--- config.mk ---
export PLATFORM = sky130hd
export DESIGN_NAME = pipe_flush_ctrl
export DESIGN_NICKNAME = d
export VERILOG_FILES = /design/src/rtl/pipe_flush_ctrl_pkg.sv /design/src/rtl/pipe_flush_ctrl_prio_arb.sv /design/src/rtl/pipe_flush_ctrl.sv
export SDC_FILE = /design/constraint.sdc
export NUM_CORES = 1
export LEC_CHECK = 0
export CAP_MARGIN = 10
export CORE_MARGIN = 4
export CORE_UTILIZATION = 30
export DETAILED_ROUTE_END_ITERATION = 12
export PLACE_DENSITY_LB_ADDON = 0.12
export SETUP_SLACK_MARGIN = 0.4
export SYNTH_ARGS = -nofsm -noshare
export SYNTH_HDL_FRONTEND = slang
export SYNTH_SLANG_ARGS = --single-unit
--- constraint.sdc ---
create_clock -name clk -period 2.7 [get_ports clk]
set_input_delay 0.54 -clock clk [delete_from_list [all_inputs] [get_ports clk]]
set_output_delay 0.54 -clock clk [all_outputs]
set_load 0.02 [all_outputs]
--- src/rtl/pipe_flush_ctrl_pkg.sv ---
// ============================================================================
// Module   : pipe_flush_ctrl_pkg
// Purpose  : Shared types and constants for the pipeline flush controller:
//            flush cause codes, FSM state encoding, flush-source ranking,
//            the reset redirect PC and a cause-mapping helper.
// Ports    : none (package)
// Revision : 1.0 - initial release
// ============================================================================
`default_nettype none

package pipe_flush_ctrl_pkg;

  // Cause codes reported on fifo_id_flush_cause
  localparam logic [1:0] FLUSH_CAUSE_NONE    = 2'b00;
  localparam logic [1:0] FLUSH_CAUSE_BR      = 2'b01;
  localparam logic [1:0] FLUSH_CAUSE_REFETCH = 2'b10;
  localparam logic [1:0] FLUSH_CAUSE_EXCP    = 2'b11;

  // Redirect PC presented out of reset
  localparam logic [31:0] PC_RESET = 32'h1c00_0000;

  typedef enum logic [1:0] {
    ST_RUN       = 2'd0,
    ST_REDIR     = 2'd1,
    ST_IDLE_WAIT = 2'd2
  } state_e;

  // Encoding order is the arbitration priority: a larger value wins.
  typedef enum logic [2:0] {
    SRC_NONE    = 3'd0,
    SRC_BR      = 3'd1,
    SRC_IDLE    = 3'd2,
    SRC_REFETCH = 3'd3,
    SRC_EXCP    = 3'd4
  } src_e;

  // IDLE is reported as a refetch: it resumes at a committed pc+4.
  function automatic logic [1:0] src_to_cause(input src_e src);
    case (src)
      SRC_BR:      src_to_cause = FLUSH_CAUSE_BR;
      SRC_IDLE:    src_to_cause = FLUSH_CAUSE_REFETCH;
      SRC_REFETCH: src_to_cause = FLUSH_CAUSE_REFETCH;
      SRC_EXCP:    src_to_cause = FLUSH_CAUSE_EXCP;
      default:     src_to_cause = FLUSH_CAUSE_NONE;
    endcase
  endfunction

endpackage

`default_nettype wire

--- src/rtl/pipe_flush_ctrl_prio_arb.sv ---
// ============================================================================
// Module   : flush_prio_arb
// Purpose  : Combinational priority encoder over the flush requesters.
//            Priority: excp > refetch > idle > br.
// Ports    : br/refetch/idle/excp _req + target inputs;
//            win_src (winning source), win_target (its redirect PC).
// Revision : 1.0 - initial release
// ============================================================================
`default_nettype none

module flush_prio_arb
  import pipe_flush_ctrl_pkg::*;
#(
  parameter int PC_W = 32
) (
  input  logic            br_req,
  input  logic [PC_W-1:0] br_target,
  input  logic            refetch_req,
  input  logic [PC_W-1:0] refetch_pc,
  input  logic            idle_req,
  input  logic [PC_W-1:0] idle_pc,
  input  logic            excp_req,
  input  logic [PC_W-1:0] excp_target,
  output src_e            win_src,
  output logic [PC_W-1:0] win_target
);

  always_comb begin
    win_src    = SRC_NONE;
    win_target = '0;
    if (excp_req) begin
      win_src    = SRC_EXCP;
      win_target = excp_target;
    end else if (refetch_req) begin
      win_src    = SRC_REFETCH;
      win_target = refetch_pc;
    end else if (idle_req) begin
      win_src    = SRC_IDLE;
      win_target = idle_pc;
    end else if (br_req) begin
      win_src    = SRC_BR;
      win_target = br_target;
    end
  end

endmodule

`default_nettype wire

--- src/rtl/pipe_flush_ctrl.sv ---
// ============================================================================
// Module   : pipe_flush_ctrl
// Purpose  : Arbitrates pipeline flush/redirect requesters (EX branch
//            mispredict, commit refetch, commit exception/ERTN, IDLE) and
//            issues registered one-cycle flush pulses to IF, FIFO, FIFO->ID,
//            ID->EX and EX->MEM, plus a valid/ready redirect to IF and a
//            fetch stall while waiting in IDLE.
// Ports    : clk, rstn (sync, active-low);
//            br/refetch/excp/idle requests with targets, intr_pending;
//            redirect_ready in / redirect_valid, redirect_pc out;
//            flush_if, flush_fifo, fifo_id_flush(+cause), flush_id_ex,
//            flush_ex_mem, fetch_stall; perf_br/refetch/excp_cnt.
// Config   : FLUSH_PERF_CNT_EN - when defined, per-cause flush counters are
//            built; otherwise perf_* outputs are tied to zero.
// Revision : 1.0 - initial release
// ============================================================================
`default_nettype none

module pipe_flush_ctrl
  import pipe_flush_ctrl_pkg::*;
#(
  parameter int PC_W       = 32,
  parameter int PERF_CNT_W = 32
) (
  input  logic                  clk,
  input  logic                  rstn,
  input  logic                  br_req,
  input  logic [PC_W-1:0]       br_target,
  input  logic                  refetch_req,
  input  logic [PC_W-1:0]       refetch_pc,
  input  logic                  excp_req,
  input  logic [PC_W-1:0]       excp_target,
  input  logic                  idle_req,
  input  logic [PC_W-1:0]       idle_pc,
  input  logic                  intr_pending,
  input  logic                  redirect_ready,
  output logic                  redirect_valid,
  output logic [PC_W-1:0]       redirect_pc,
  output logic                  flush_if,
  output logic                  flush_fifo,
  output logic                  fifo_id_flush,
  output logic [1:0]            fifo_id_flush_cause,
  output logic                  flush_id_ex,
  output logic                  flush_ex_mem,
  output logic                  fetch_stall,
  output logic [PERF_CNT_W-1:0] perf_br_cnt,
  output logic [PERF_CNT_W-1:0] perf_refetch_cnt,
  output logic [PERF_CNT_W-1:0] perf_excp_cnt
);

  state_e          r_state;
  state_e          w_next_state;
  src_e            r_pend_src;
  logic [PC_W-1:0] r_redirect_pc;
  logic            r_flush_fe;
  logic            r_flush_ex_mem;
  logic [1:0]      r_cause;

  logic            w_br_eff;
  logic            w_refetch_eff;
  logic            w_idle_eff;
  src_e            w_win_src;
  logic [PC_W-1:0] w_win_target;

  logic            w_take;
  logic            w_wake;
  logic            w_load;
  logic [PC_W-1:0] w_pc_next;
  src_e            w_src_next;
  logic            w_pulse_fe;
  logic            w_pulse_ex_mem;
  logic [1:0]      w_cause_next;

  // A branch seen while a flush pulse is out comes from an instruction that
  // pulse is already killing. In IDLE_WAIT only an exception may interrupt.
  assign w_br_eff      = br_req && !r_flush_fe && (r_state != ST_IDLE_WAIT);
  assign w_refetch_eff = refetch_req && (r_state != ST_IDLE_WAIT);
  assign w_idle_eff    = idle_req && (r_state != ST_IDLE_WAIT);

  flush_prio_arb #(
    .PC_W (PC_W)
  ) u_arb (
    .br_req      (w_br_eff),
    .br_target   (br_target),
    .refetch_req (w_refetch_eff),
    .refetch_pc  (refetch_pc),
    .idle_req    (w_idle_eff),
    .idle_pc     (idle_pc),
    .excp_req    (excp_req),
    .excp_target (excp_target),
    .win_src     (w_win_src),
    .win_target  (w_win_target)
  );

  // Next-state and flush-pulse decode
  always_comb begin
    w_next_state   = r_state;
    w_take         = 1'b0;
    w_wake         = 1'b0;
    w_pc_next      = r_redirect_pc;
    w_src_next     = r_pend_src;
    w_pulse_fe     = 1'b0;
    w_pulse_ex_mem = 1'b0;
    w_cause_next   = FLUSH_CAUSE_NONE;

    case (r_state)
      ST_REDIR: begin
        // A completing handshake frees the slot, so any request this cycle
        // is taken as if from RUN; otherwise only a strictly higher-priority
        // request may replace the pending redirect.
        if (redirect_valid && redirect_ready) begin
          if (w_win_src != SRC_NONE) w_take = 1'b1;
          else                       w_next_state = ST_RUN;
        end else if (w_win_src > r_pend_src) begin
          w_take = 1'b1;
        end
      end
      ST_IDLE_WAIT: begin
        if (w_win_src != SRC_NONE) begin
          w_take = 1'b1;
        end else if (intr_pending) begin
          w_wake = 1'b1;
        end
      end
      default: begin
        if (w_win_src != SRC_NONE) w_take = 1'b1;
      end
    endcase

    if (w_take) begin
      w_pc_next      = w_win_target;
      w_src_next     = w_win_src;
      w_pulse_fe     = 1'b1;
      w_pulse_ex_mem = (w_win_src != SRC_BR);
      w_cause_next   = src_to_cause(w_win_src);
      w_next_state   = (w_win_src == SRC_IDLE) ? ST_IDLE_WAIT : ST_REDIR;
    end else if (w_wake) begin
      // Resume at the idle_pc latched on entry to IDLE_WAIT
      w_src_next     = SRC_IDLE;
      w_pulse_fe     = 1'b1;
      w_pulse_ex_mem = 1'b1;
      w_cause_next   = FLUSH_CAUSE_REFETCH;
      w_next_state   = ST_REDIR;
    end
  end

  assign w_load = w_take || w_wake;

  always_ff @(posedge clk) begin
    if (!rstn) begin
      r_state        <= ST_RUN;
      r_pend_src     <= SRC_NONE;
      r_redirect_pc  <= PC_W'(PC_RESET);
      r_flush_fe     <= 1'b0;
      r_flush_ex_mem <= 1'b0;
      r_cause        <= FLUSH_CAUSE_NONE;
    end else begin
      r_state        <= w_next_state;
      r_flush_fe     <= w_pulse_fe;
      r_flush_ex_mem <= w_pulse_ex_mem;
      r_cause        <= w_cause_next;
      if (w_load) begin
        r_redirect_pc <= w_pc_next;
        r_pend_src    <= w_src_next;
      end
    end
  end

  assign redirect_valid      = (r_state == ST_REDIR);
  assign redirect_pc         = r_redirect_pc;
  assign fetch_stall         = (r_state == ST_IDLE_WAIT);
  assign flush_if            = r_flush_fe;
  assign flush_fifo          = r_flush_fe;
  assign fifo_id_flush       = r_flush_fe;
  assign flush_id_ex         = r_flush_fe;
  assign flush_ex_mem        = r_flush_ex_mem;
  assign fifo_id_flush_cause = r_cause;

`ifdef FLUSH_PERF_CNT_EN
  logic [PERF_CNT_W-1:0] r_perf_br_cnt;
  logic [PERF_CNT_W-1:0] r_perf_refetch_cnt;
  logic [PERF_CNT_W-1:0] r_perf_excp_cnt;

  // Counted at acceptance only; the IDLE wake-up redirect is part of the
  // same flush already counted when IDLE was accepted.
  always_ff @(posedge clk) begin
    if (!rstn) begin
      r_perf_br_cnt      <= '0;
      r_perf_refetch_cnt <= '0;
      r_perf_excp_cnt    <= '0;
    end else if (w_take) begin
      if (w_win_src == SRC_BR)
        r_perf_br_cnt <= r_perf_br_cnt + 1'b1;
      if ((w_win_src == SRC_REFETCH) || (w_win_src == SRC_IDLE))
        r_perf_refetch_cnt <= r_perf_refetch_cnt + 1'b1;
      if (w_win_src == SRC_EXCP)
        r_perf_excp_cnt <= r_perf_excp_cnt + 1'b1;
    end
  end

  assign perf_br_cnt      = r_perf_br_cnt;
  assign perf_refetch_cnt = r_perf_refetch_cnt;
  assign perf_excp_cnt    = r_perf_excp_cnt;
`else
  assign perf_br_cnt      = '0;
  assign perf_refetch_cnt = '0;
  assign perf_excp_cnt    = '0;
`endif

endmodule

`default_nettype wire

After elaboration in Yosys (flattened, before gate mapping)
Cells that the tools add are included.

word-level totals
  logic and storage cells = 60
  input port bits = 136
  flip-flop bits (word level) = 41
  output and inout port bits = 137

cells by class
  mux-type cells = 29
  equality and inequality tests = 9
  order comparisons = 1
  reduce and logical (&&, ||, !) cells = 15

operators by type and width
  cell                                                                      count
  32-bit two-way mux                                                        4
  2-bit two-way mux                                                         8
  3-bit two-way mux                                                         5
  1-bit two-way mux                                                         11
  3-bit nonzero test                                                        3
  3-bit by 2-bit equality test with 1-bit output (second input constant)    2
  2-bit case mux with 3 select lines                                        1
  1-bit logical AND                                                         5
  2-bit AND reduction                                                       2
  3-bit by 1-bit equality test with 1-bit output (second input constant)    1
  3-bit equality test (second input constant)                               1
  3-bit > comparator                                                        1
  3-bit by 1-bit inequality test with 1-bit output (second input constant)  1
  3-bit inequality test (second input constant)                             1
  3-bit AND reduction                                                       1
  2-bit by 1-bit equality test with 1-bit output (second input constant)    1
  2-bit equality test (second input constant)                               1
  2-bit inequality test (second input constant)                             1
  2-bit nonzero test                                                        1
  2-bit OR reduction                                                        1
  1-bit logical NOT                                                         1
  1-bit logical OR                                                          1

Longest topological paths before layout
  depth after elaboration = 13
  gate-level depth with buffers = 13
  gate-level depth less buffers = 10

Cells and area by module
From an unflattened synthesis, not the netlist that was laid out.

unflattened totals
  cells, all modules = 425
  area total of the unflattened synthesis = 3388.2 µm²

by module, submodules not included
  module           cells an instance  seq. area each (µm²)  times used  area an instance (µm²)
  pipe_flush_ctrl  301                820.8                 1           2575.0
  flush_prio_arb   124                0.0                   1           813.3

Least setup slack after synthesis
Ideal clock, no wire load.

  path kind = input port to flip-flop
  from = in idle_req
  to = reg r_redirect_pc[14] (netlist: redirect_pc[14])
  path slack = -0.246 ns
  data required time = 2.584 ns
  cell stages on the path = 12
  buffers on the path = 4
  arrival time = 2.830 ns
  path through = buf_2 nor3b_4 clkbuf_1 o21ai_0 ha_1 nand3_1 o21ai_0 o211ai_1 clkbuf_1 clkbuf_1 nand4_1 o211a_1

between the ends
  word-level cells in the longest chain between the ends = 10

RTL lines
  element                                                          line                            text
  start: declaration                                               pipe_flush_ctrl.sv:33           input logic idle_req,
  1-bit logical AND (*)                                            pipe_flush_ctrl.sv:78           assign w_idle_eff = idle_req && (r_state != ST_IDLE_WAIT);
  3-bit two-way mux                                                pipe_flush_ctrl_prio_arb.sv:37  end else if (idle_req) begin
  3-bit two-way mux                                                pipe_flush_ctrl_prio_arb.sv:34  end else if (refetch_req) begin
  3-bit two-way mux                                                pipe_flush_ctrl_prio_arb.sv:31  if (excp_req) begin
  3-bit > comparator / 3-bit nonzero test (equally long branches)  -
  1-bit two-way mux, on equally long branches                      -
  1-bit two-way mux                                                pipe_flush_ctrl.sv:111          if (redirect_valid && redirect_ready) begin
  1-bit two-way mux                                                -
  1-bit logical OR                                                 pipe_flush_ctrl.sv:147          assign w_load = w_take || w_wake;
  2-bit AND reduction (no line)                                    -
  end signal: assignment                                           pipe_flush_ctrl.sv:153          r_redirect_pc <= PC_W'(PC_RESET);
  end signal: assignment                                           pipe_flush_ctrl.sv:163          r_redirect_pc <= w_pc_next;
  end: declaration                                                 pipe_flush_ctrl.sv:54           logic [PC_W-1:0] r_redirect_pc;

Mark *: on every way between the ends. The rest lies on a longest branch, timed or not.
A chain may end at the register's enable or synchronous reset.

Final worst setup path
  from = in br_req
  to = reg r_redirect_pc[28] (netlist: redirect_pc[28])

between the ends
  word-level cells in the longest chain between the ends = 12

RTL lines
  element                                                          line                            text
  start: declaration                                               pipe_flush_ctrl.sv:27           input logic br_req,
  1-bit logical AND (*) (2 in series)                              pipe_flush_ctrl.sv:76           assign w_br_eff = br_req && !r_flush_fe && (r_state != ST_IDLE_WAIT);
  1-bit two-way mux                                                pipe_flush_ctrl_prio_arb.sv:40  end else if (br_req) begin
  3-bit two-way mux                                                pipe_flush_ctrl_prio_arb.sv:37
  3-bit two-way mux                                                pipe_flush_ctrl_prio_arb.sv:34
  3-bit two-way mux                                                pipe_flush_ctrl_prio_arb.sv:31
  3-bit > comparator / 3-bit nonzero test (equally long branches)  -
  1-bit two-way mux, on equally long branches                      -
  1-bit two-way mux                                                pipe_flush_ctrl.sv:111
  1-bit two-way mux                                                -
  1-bit logical OR                                                 pipe_flush_ctrl.sv:147
  2-bit AND reduction (no line)                                    -

Marks and branches as above.

==> qor.txt <==
SYNTH
---------------------------------------------------------------------------------
Count of yosys warnings during synthesis ...........................            0
Most area-hungry cell type in the Yosys netlist .................... sky130_fd_sc_hd__dfxtp_1
Mean instance size in the synthesized netlist ......................   8.40 sq um
Flip-flop and latch count after synthesis ..........................           41
Share of async-settable or async-resettable flops after synthesis ..            0
Top area cells in the synthesized netlist .......................... sky130_fd_sc_hd__dfxtp_1, sky130_fd_sc_hd__buf_4, sky130_fd_sc_hd__a221o_1
Top cell type's share of synthesized area ..........................        0.244
Number of flops mapped to enable cells by yosys ....................            0
Post-synthesis cell area ........................................... 0.00336 sq mm
Cell count after synthesis .........................................          400
Most instantiated flip-flop cell in the synthesis netlist .......... sky130_fd_sc_hd__dfxtp_1
Register area share after synthesis ................................        0.244
Unique cell type count in the Yosys netlist ........................           38

CLOCK NETWORK
---------------------------------------------------------------------------------
Register clock-pin slew on the reported worst setup and hold paths .      0.08 ns
Hold Buf Count CTS .................................................            0
H-tree level count .................................................            2
CTS Root Buffer Type ............................................... sky130_fd_sc_hd__clkbuf_8
Clock net sink count ...............................................           41
Clock latency reported for the late side of the worst-skew pair ....      0.29 ns
CTS Buf Count ......................................................            5
TritonCTS clock tree ...............................................        built
Clk buf depth ......................................................            2

GLOBAL ROUTING
---------------------------------------------------------------------------------
Met2 track demand over resource in global routing ..................        0.293
First-pass GRT wire length .........................................      17.8 mm
Maximum number of pins on one net before global-route repair .......           37
GRT Util Overall ...................................................        0.172
Met3 track demand over resource ....................................       0.0711
Most used routing layer ............................................         met2
Vias in the first global route .....................................         3397
Overall overflow remaining after global route ......................            0
Routing usage on met1 ..............................................        0.203
Number of antenna violations at the first check in global routing ..            0

POWER AND IR DROP
---------------------------------------------------------------------------------
Worst vdd rail ir drop .............................................       231 uV
Static Leakage .....................................................      2.28 nW
Total power ........................................................      2.16 mW
Areal power density over the cells .................................  420 mW/mm^2

STA
---------------------------------------------------------------------------------
Final critical-path share of the clock period ......................        0.823
Transition at the pin with the smallest max-transition slack .......     0.678 ns
Accumulated negative setup slack ...................................         0 ns
Max Clk Rate .......................................................      450 MHz
Relative slew margins ..............................................        0.548
Number of hold violations in the final report ......................            0
Final slew viol count ..............................................            0
Worst slack on hold paths ..........................................     0.461 ns
Unrepaired setup endpoints after global routing ....................         true
Final setup viols ..................................................            0
Post-layout min period .............................................      2.22 ns
Post-route setup slack .............................................     0.477 ns
Worst clock skew on the final layout ...............................   0.00543 ns

PLACEMENT
---------------------------------------------------------------------------------
Placed cell areas .................................................. 0.00495 sq mm
DP HPWL ............................................................      9.63 mm
Number of port buffers .............................................          176
Worst-case setup slack after placement .............................    -0.367 ns
Placer Congestion ..................................................        0.833

ROUTE
---------------------------------------------------------------------------------
WL per Instance .................................................... 17.1 microns
Number of vias in the routed layout ................................         3385
Detailed router's first-iteration violation count ..................           87
Number of optimization iterations in the first detailed-route pass .            6
Post-DRT Antenna Nets ..............................................            0
Detailed-route DRC error count .....................................            0
Routed vias/inst ...................................................         4.75
Total routed wirelength ............................................      12.2 mm

OUTCOME
---------------------------------------------------------------------------------
Run status .........................................................    completed

CELLS AND AREA
---------------------------------------------------------------------------------
Area growth from synthesis to final layout .........................        53.1%
Area of all placed cells without fillers ........................... 0.00514 sq mm
Net total in the final layout ......................................          711
Share of post-route cells with drive strength above 1 ..............        0.105
Inserted Diodes ....................................................            0

CRITICAL PATH
---------------------------------------------------------------------------------
R2r worst-path depth ...............................................           10
Crit Path Max Fanout ...............................................           36
Setup slack of the most critical reg-to-reg path ...................      0.52 ns
Data arrival time of the worst path ................................      2.36 ns
Critical path class ................................................ primary input to register
Worst flop-to-flop path startpoint .................................   r_state[0]
Worst reg2reg path endpoint ........................................   r_state[0]
Critical path required time ........................................      2.83 ns
Type of origin of the critical path ................................ primary input
Category of the worst setup path capture point .....................     register

FLOORPLANNING
---------------------------------------------------------------------------------
Floorplan die width ................................................  114 microns
Placeable core region .............................................. 0.0109 sq mm
Number of placement rows ...........................................           38
Height of the die ..................................................  114 microns
Overall die area ................................................... 0.0130 sq mm
Initial Util .......................................................        0.308
IO Pins ............................................................          273

HOLD PATH
---------------------------------------------------------------------------------
Number of instances on the worst hold path .........................            2
Hold Path Class .................................................... register to register
Worst min-delay path endpoint ...................................... r_pend_src[2]
Min-Delay Startpoint ............................................... r_pend_src[2]

RUN
---------------------------------------------------------------------------------
Number of maximum-capacitance violations ...........................            0

stage by stage:
step	utilization	std cells
floorplan	-	495
global placement	0.455	701
detailed placement	0.455	701
CTS	0.467	711
global route	0.472	713
finish	0.472	713
critical path, cell delays in order:
cell	delay, ns
sky130_fd_sc_hd__dlygate4sd2_1	0.26
sky130_fd_sc_hd__nor3b_4	0.16
sky130_fd_sc_hd__buf_6	0.21
sky130_fd_sc_hd__and2_1	0.20
sky130_fd_sc_hd__a2111o_1	0.40
sky130_fd_sc_hd__buf_4	0.26
sky130_fd_sc_hd__a21oi_1	0.23
sky130_fd_sc_hd__a41oi_2	0.05
timing repair:
item / 4_1_cts / 5_1_grt
endpoints found under the setup margin: 41 / 38
pin swaps: 2 / 5
buffers inserted: 2 / 2
gates resized for setup: 14 / 17
cells by family (layout without fill, tap and decap cells):
logic type,count (synthesis),after routing,synth area share
buf+inv,142,220,0.279
compound gates,121,121,0.317
simple gates,91,91,0.145
flops,41,41,0.244
fa+ha+maj,3,3,0.0112
other cells,1,96,0.00112
mux,1,1,0.00298
layout by cell type (no fill, tap or decap), types with 2 or more instances in the layout:
cell | netlist | layout
sky130_fd_sc_hd__and2_1 | 3 | 2
sky130_fd_sc_hd__a221o_1 | 32 | 32
sky130_fd_sc_hd__inv_1 | 6 | 5
sky130_fd_sc_hd__nand4_1 | 29 | 29
sky130_fd_sc_hd__a21oi_1 | 9 | 7
sky130_fd_sc_hd__nand2_1 | 35 | 35
sky130_fd_sc_hd__nand3b_1 | 3 | 3
sky130_fd_sc_hd__nand3_1 | 3 | 3
sky130_fd_sc_hd__conb_1 | 1 | 96
sky130_fd_sc_hd__buf_4 | 99 | 22
sky130_fd_sc_hd__buf_2 | 1 | 3
sky130_fd_sc_hd__dfxtp_1 | 41 | 39
sky130_fd_sc_hd__clkbuf_8 | 0 | 6
sky130_fd_sc_hd__ha_1 | 3 | 3
sky130_fd_sc_hd__a41oi_2 | 3 | 3
sky130_fd_sc_hd__nor2_1 | 5 | 3
sky130_fd_sc_hd__nor2b_1 | 2 | 2
sky130_fd_sc_hd__o211a_1 | 29 | 29
sky130_fd_sc_hd__nand2b_1 | 5 | 5
sky130_fd_sc_hd__buf_6 | 4 | 6
sky130_fd_sc_hd__nor2_4 | 0 | 2
sky130_fd_sc_hd__o211ai_1 | 34 | 34
sky130_fd_sc_hd__o21ai_0 | 4 | 2
sky130_fd_sc_hd__a21oi_2 | 0 | 2
sky130_fd_sc_hd__clkdlybuf4s50_1 | 0 | 171
per-layer routing:
| layer | up-vias | part of all wire |
|---|---|---|
| met2 | 158 | 0.49 |
| li1 | 1650 | - |
| met3 | 10 | 0.10 |
| met4 | 0 | 0.014 |
| met1 | 1567 | 0.39 |
| met5 | - | 0 |
power breakdown:
group,total (mW),switching (mW),internal (mW),leakage [nW]
Combinational,0.998,0.511,0.486,1.89
Clock,0.434,0.226,0.208,0.0512
Sequential,0.727,0.0465,0.681,0.342
Total,2.16,0.784,1.37,2.28
state kept, by name (all words and copies together) (netlist names):
signal and flops:
fifo_id_flush 1, fifo_id_flush_cause 2, flush_ex_mem 1, r_pend_src 3, r_state 2, redirect_pc 32
area by class of cell:
class                           instances  area, sq um
Fill cell                            1075         5750
Multi-Input combinational cell        312         2010
Timing Repair Buffer                  206         2010
Sequential cell                        41          826
Tap cell                              140          175
Clock buffer                            6         82.6
Inverter                                6         25.0
Clock inverter                          2         13.8
synth_stat cells (5+ instances only):
library cell and count:
sky130_fd_sc_hd__a21oi_1 9, sky130_fd_sc_hd__a221o_1 32, sky130_fd_sc_hd__buf_4 99, sky130_fd_sc_hd__clkbuf_1 32, sky130_fd_sc_hd__dfxtp_1 41, sky130_fd_sc_hd__inv_1 6, sky130_fd_sc_hd__nand2_1 35, sky130_fd_sc_hd__nand2b_1 5
sky130_fd_sc_hd__nand4_1 29, sky130_fd_sc_hd__nor2_1 5, sky130_fd_sc_hd__o211a_1 29, sky130_fd_sc_hd__o211ai_1 34
worst max-delay path by stage:
stage	cells past startpoint	from	to
CTS	8	br_req	redirect_pc[28]
finish	8	br_req	redirect_pc[28]
global placement	10	idle_req	redirect_pc[26]
detailed placement	10	idle_req	redirect_pc[28]
global route	11	br_req	redirect_pc[28]
floorplan	12	idle_req	redirect_pc[14]
Power figures use the tool's default switching activity.
